`config.mk`:
```
export PLATFORM = sky130hd
export DESIGN_NAME = dmem_arbiter
export DESIGN_NICKNAME = d
export VERILOG_FILES = /design/src/rtl/dmem_arbiter.sv
export SDC_FILE = /design/constraint.sdc
export NUM_CORES = 1
export LEC_CHECK = 0
export ABC_CLOCK_PERIOD_IN_PS = 3750
export CAP_MARGIN = 5
export CELL_PAD_IN_SITES_DETAIL_PLACEMENT = 0
export CELL_PAD_IN_SITES_GLOBAL_PLACEMENT = 2
export CORE_MARGIN = 10
export CORE_UTILIZATION = 10
export DETAILED_ROUTE_END_ITERATION = 8
export PLACE_DENSITY = 0.94
export SYNTH_ARGS = -nofsm -noshare
export SYNTH_HDL_FRONTEND = slang
export SYNTH_SLANG_ARGS = --single-unit
```
`constraint.sdc`:
```
create_clock -name clk -period 3.75 [get_ports clk]
set_input_delay 0.75 -clock clk [delete_from_list [all_inputs] [get_ports clk]]
set_output_delay 0.75 -clock clk [all_outputs]
set_load 0.005 [all_outputs]
```
`src/rtl/dmem_arbiter.sv`:
```
// Data-memory port arbiter: the CPU memory stage and the audio DMA engine share
// one synchronous-read RAM port. The CPU wins by default. A DMA denied for
// MAX_WAIT cycles is forced a grant, and a DMA burst is capped at BURST_MAX
// beats. Read data is steered back to whichever master issued the read.
module dmem_arbiter #(
  parameter int AW        = 32,
  parameter int DW        = 32,
  parameter int MAX_WAIT  = 8,
  parameter int BURST_MAX = 4
) (
  input  logic          clk,
  input  logic          reset,
  input  logic          cpu_req,
  input  logic          cpu_we,
  input  logic [AW-1:0] cpu_addr,
  input  logic [DW-1:0] cpu_wdata,
  output logic          cpu_stall,
  output logic [DW-1:0] cpu_rdata,
  output logic          cpu_rvalid,
  input  logic          dma_req,
  input  logic          dma_we,
  input  logic [AW-1:0] dma_addr,
  input  logic [DW-1:0] dma_wdata,
  input  logic          dma_last,
  output logic          dma_gnt,
  output logic [DW-1:0] dma_rdata,
  output logic          dma_rvalid,
  output logic          mem_we,
  output logic [AW-1:0] mem_addr,
  output logic [DW-1:0] mem_wdata,
  input  logic [DW-1:0] mem_rdata,
  output logic          owner
);

  localparam int WW = $clog2(MAX_WAIT + 1);
  localparam int BW = (BURST_MAX > 1) ? $clog2(BURST_MAX) : 1;
  localparam logic [WW-1:0] WAIT_LIMIT = WW'(MAX_WAIT);
  localparam logic [BW-1:0] BEAT_LIMIT = BW'(BURST_MAX - 1);

  typedef enum logic {S_CPU, S_DMA} state_t;

  state_t        state;
  logic [WW-1:0] waitCnt;
  logic [BW-1:0] beatCnt;
  logic          rdPend;
  logic          rdDma;

  logic          dmaGnt;
  logic          rdReq;
  logic          burstEnd;

  // Grant decision; reset holds every grant low asynchronously.
  always_comb begin
    dmaGnt = 1'b0;
    if (reset) begin
      if (state == S_DMA) dmaGnt = dma_req;
      else                dmaGnt = dma_req & (~cpu_req | (waitCnt == WAIT_LIMIT));
    end
  end

  // Port mux toward the RAM; address/data follow the selected master even when idle.
  always_comb begin
    if (dmaGnt) begin
      mem_we    = dma_we;
      mem_addr  = dma_addr;
      mem_wdata = dma_wdata;
      rdReq     = ~dma_we;
    end else begin
      mem_we    = cpu_we & cpu_req & reset;
      mem_addr  = cpu_addr;
      mem_wdata = cpu_wdata;
      rdReq     = cpu_req & ~cpu_we;
    end
    burstEnd = dma_last | (beatCnt == BEAT_LIMIT);
  end

  assign dma_gnt    = dmaGnt;
  assign owner      = dmaGnt;
  assign cpu_stall  = cpu_req & dmaGnt;
  assign cpu_rdata  = mem_rdata;
  assign dma_rdata  = mem_rdata;
  assign cpu_rvalid = rdPend & ~rdDma;
  assign dma_rvalid = rdPend & rdDma;

  // Burst FSM, DMA starvation counter and read-return tracking.
  always_ff @(posedge clk or negedge reset) begin
    if (!reset) begin
      state   <= S_CPU;
      waitCnt <= '0;
      beatCnt <= '0;
      rdPend  <= 1'b0;
      rdDma   <= 1'b0;
    end else begin
      if (dmaGnt)
        waitCnt <= '0;
      else if (dma_req)
        waitCnt <= (waitCnt == WAIT_LIMIT) ? waitCnt : waitCnt + 1'b1;
      else
        waitCnt <= '0;

      // An ungranted cycle is either idle in S_CPU or an abandoned burst;
      // both leave the port with the CPU and a cleared beat count.
      if (dmaGnt && !burstEnd) begin
        state   <= S_DMA;
        beatCnt <= beatCnt + 1'b1;
      end else begin
        state   <= S_CPU;
        beatCnt <= '0;
      end

      rdPend <= rdReq;
      if (rdReq) rdDma <= dmaGnt;
    end
  end

endmodule

```
# After elaboration in Yosys (flattened, before gate mapping)
# Index checks and enable logic that the tools add are counted.
[op_classes] n_addsub=2 n_eq_ne=3 muxes=11 bitwise_logic=13 reduce_logical=2
[ops] op="32-bit two-way mux" count=2
[ops] op="4-bit two-way mux" count=3
[ops] op="1-bit AND" count=7
[ops] op="1-bit two-way mux" count=5
[ops] op="4-bit by 1-bit adder with 4-bit output, second input constant" count=1
[ops] op="4-bit == test, second input constant" count=1
[ops] op="1-bit NOT" count=4
[ops] op="3-bit inequality test, second input constant" count=1
[ops] op="2-bit by 1-bit adder with 2-bit output, second input constant" count=1
[ops] op="2-bit == test, second input constant" count=1
[ops] op="2-bit two-way mux" count=1
[ops] op="1-bit OR" count=2
[ops] op="1-bit logical AND" count=1
[ops] op="1-bit zero test" count=1
[word_totals] regBits=9 in_bits=167 out_inout_bits=134 word_cells=36

# Longest topological paths before layout
[depth] word_depth=7 depth_mapped=8 ltp_nobuf=5

# Least setup slack after synthesis
# Ideal clock, no wire load.
[synth_timing] kind="flip-flop to output port" start="register waitCnt[0]" end="output port mem_addr[16]" arrival_ns=1.677 required_ns=3.000 slack_ns=1.323 stages_incl_launch_ff=8 path_buffers=2 cell_sequence="dfrtp_1 -> inv_1 -> ha_1 -> and3b_1 -> buf_6 -> o21bai_4 -> buf_4 -> mux2_1"
[synth_via] elab_chain_len=6
[synth_lines] element="start, declared" line="43" rtl="logic [WW-1:0] waitCnt;"
[synth_lines] element="start signal, assigned" line="97" rtl="waitCnt <= (waitCnt == WAIT_LIMIT) ? waitCnt : waitCnt + 1'b1;"
[synth_lines] element="4-bit == test" line="57" rtl="else dmaGnt = dma_req & (~cpu_req | (waitCnt == WAIT_LIMIT));"
[synth_lines] element="1-bit OR" line="57"
[synth_lines] element="1-bit AND" line="57"
[synth_lines] element="1-bit two-way mux" line="56" rtl="if (state == S_DMA) dmaGnt = dma_req;"
[synth_lines] element="1-bit two-way mux" line="55" rtl="if (reset) begin"
[synth_lines] element="32-bit two-way mux" line="63" rtl="if (dmaGnt) begin"
[synth_lines] element="end, declared" line="29" rtl="output logic [AW-1:0] mem_addr,"
# No other way between the ends.

# Final worst setup path
[layout_timing] start="input port cpu_req" end="output port mem_wdata[4]"
[layout_via] elab_chain_len=6
[layout_lines] element="start, declared" line="13" rtl="input logic cpu_req,"
[layout_lines] element="1-bit NOT" line="57"
[layout_lines] element="1-bit OR" line="57"
[layout_lines] element="1-bit AND" line="57"
[layout_lines] element="1-bit two-way mux" line="56"
[layout_lines] element="1-bit two-way mux" line="55"
[layout_lines] element="32-bit two-way mux" line="63"
[layout_lines] element="end, declared" line="30" rtl="output logic [DW-1:0] mem_wdata,"
# No other way between the ends.

==> metrics.md <==
| Metric | Value |
|---|---|
| M1 WL | 3280 microns |
| Most frequent cells in the layout | 204 x clkdlybuf4s50_1, 59 x mux2_2, 9 x dfrtp_1 |
| Setup TNS | 0 ns |
| Status | finished clean |
| Tot Pwr | approximately 680 uW |
| CP max FO | between 40 and 50 |
| Gr ovfl total | 0 |
| Mapped Cells | between 150 and 200 |
| CP max-delay cell | clkdlybuf4s50_1 |
| DR iter-0 viols | 33 |
| Core footprint | around 0.017 sq mm |
| RSZ-0062 raised after global routing | false |
| Vias in the first global route | between 2000 and 2500 |
| Vias per Instance | 3.29 |
| Post-Syn Area | between 0.0015 and 0.002 sq mm |
| Number of synthesis warnings | 0 |
| DR vias | 1820 |
| Post-CTS sizing | 0 |
| Uppermost layer routed | met4 |
| Worst Skew | 0.000529 ns |
| Final Hold Vio Count | 0 |
| Max-slew headroom | around three quarters |
| Max-Cap Viols | 0 |
| Routed wire length | ~10000 microns |
| CTS root buf | clkbuf_16 |
| Worst path required time | ~3 ns |
| Final setup viols | 0 |
| Initial antenna violation count | 1 |
| Worst vdd ir | 107 uV |
| First-pass GRT wire length | between 10000 and 15000 microns |
| Dominant register cell in the synthesized netlist | dfrtp_1 |
| Per-cell routed wire length | 18.9 microns |
| Slew Limit Fails | 0 |
| Met3 wire length | about 1100 microns |
| Final period utilization | 97.3% |
| Synthesized area per cell | roughly 9.6 sq um |
| # hold bufs at CTS | 0 |
| Met2 wire length | just under 6000 microns |
| Sink Count | 9 |
| FP Rows | 48 |
| Synth unique cells | 25 |
| Initial Util | roughly a tenth |
| HPWL after DPL | 9370 microns |
| Layout cells sized above 1 | roughly a fifth |
| Biggest cell delay along the critical path | approximately 0.53 ns |
| Clock Latency Late Sink | 0.24 ns |
| Slew at the pin with the worst max-slew slack | about 0.35 ns |
| CTS Buf Count | 3 |
| PortBufs | approximately 200 |
| Die W | approximately 150 microns |
| Largest net degree at the start of global routing | a little under 50 |
| DRT Pass-1 Iters | 4 |
| Worst hold path type | reg2reg |
| Ys async rst share | 100% |
| Seq/Total Area, Yosys | 12.6% |
| CTS Buffer Depth | 2 |
| All-Layer GR Usage | around 8.2% |
| CP arrival | between 2 and 3 ns |
| Kind of critical path | in2out |
| Largest area contributor in the netlist | mux2_2 |
| # DRC | 0 |
| Cell with the most instances on the worst path | clkdlybuf4s50_1 |
| Setup crit end kind | primary output |
| Critical path, cell by cell | clkdlybuf4s50_1, nand2b_1, o21bai_4, buf_12, mux2_2, clkdlybuf4s50_1 |
| IO Count | ~300 |
| Most common cell after layout, fill and taps aside | clkdlybuf4s50_1 |
| Util after Layout | 21.2% |
| Crit path launch type | input pin |
| Fmax | 274 MHz |
| H-tree depth | 1 |
| CTS tree | yes |
| Clk slew on worst S/H paths | approximately 0.040 ns |
| Leak | roughly 0.0014 uW |
| Postcts setup bufs | 1 |
| Post-synth top area share | a little under two fifths |
| Area delta synth->final | 107% |
| EDFF count, synth | 0 |
| Die height | about 150 microns |
| Final GP Congestion | slightly below 0.9 |
| Net count after synthesis | between 300 and 400 |
| Synth area leaders | mux2_2 37%, buf_4 28%, dfrtp_1 13%, buf_6 4.4%, mux2_1 3.2% |
| Die footprint | approximately 0.024 sq mm |
| Post-route ant nets | 0 |
| Post-synthesis sequential element count | 9 |
| Number of nets in the layout | between 400 and 500 |
| Fin crit period | 3.65 ns |
| Pwr dens | ~180 mW/mm^2 |
critical path, delay by kind of cell:
| family | cells | cell delay [ns] |
|---|---|---|
| AOI/OAI and AO/OA | 1 | 0.27 |
| buffers and inverters | 3 | 1.31 |
| muxes | 1 | 0.38 |
| and+or+nand+nor | 1 | 0.16 |
sequential cells by signal (all words and copies together), names as in the netlist:
| register | cells |
|---|---|
| beatCnt | 2 |
| rdDma | 1 |
| rdPend | 1 |
| state | 1 |
| waitCnt | 4 |
kinds of logic after synthesis:
| group | Yosys count | share of synthesized area (%) |
|---|---|---|
| muxes | 66 | 41.5 |
| AOI/OAI and AO/OA | 5 | 2.52 |
| buffers and inverters | 78 | 33.2 |
| adders and majority gates | 3 | 2.10 |
| xor gates and xnor gates | 3 | 1.47 |
| DFF | 9 | 12.6 |
| and+or+nand+nor | 22 | 6.59 |
synth_stat cells, drive strengths merged (2+ instances only):
master,n
buf,73
mux2,64
dfrtp,9
inv,5
nand2,4
nand2b,4
nor2,4
ha,3
mux2i,2
nand3,2
nor2b,2
nor3,2
xnor2,2
through the flow:
step           cells  hold WS (ns)  setup slack (ns)  instance area (sq um)
6_report         554         0.451             0.101                   3690
5_1_grt          553         0.473            0.0155                   3690
4_1_cts          553         0.452            0.0870                   3690
3_5_place_dp     548         0.446            0.0115                   3590
3_3_place_gp     548         0.426            0.0298                   3590
2_1_floorplan    186         0.415              1.32                   1790
where the power goes:
part | switching, uW | leakage, uW | internal (uW)
clock network | 49.4 | 0.0000382 | 142
logic | 109 | 0.00124 | 272
registers | 4.73 | 0.000121 | 104
worst paths after layout:
kind                            depth (start not counted)            to  startpoint  slack (ns)
min in group asynchronous                               2         rdDma       reset        0.85
worst min-delay path                                    1    beatCnt[0]  beatCnt[0]        0.45
worst max register to register                          6        rdPend  waitCnt[0]        2.07
worst min register to register                          1    beatCnt[0]  beatCnt[0]        0.45
worst max-delay path                                    6  mem_wdata[4]     cpu_req        0.10
max in group asynchronous                               2        rdPend       reset        2.75
routing by layer:
layer / vias up / track usage (%)
li1: 853 / -
met4: 0 / 2.16
met2: 120 / 16.1
met5: - / 0
met3: 21 / 3.82
met1: 826 / 7.12
layout make-up:
cell class | count | area [sq um]
clock buffers | 4 | 78.8
flip-flops and latches | 9 | 225
multi-input cells | 99 | 967
inverters | 5 | 18.8
well taps | 225 | 282
diodes | 1 | 2.50
fillers | 1886 | 13700
repair buffers | 211 | 2120
No activity file was read; power rests on OpenSTA's default activity.
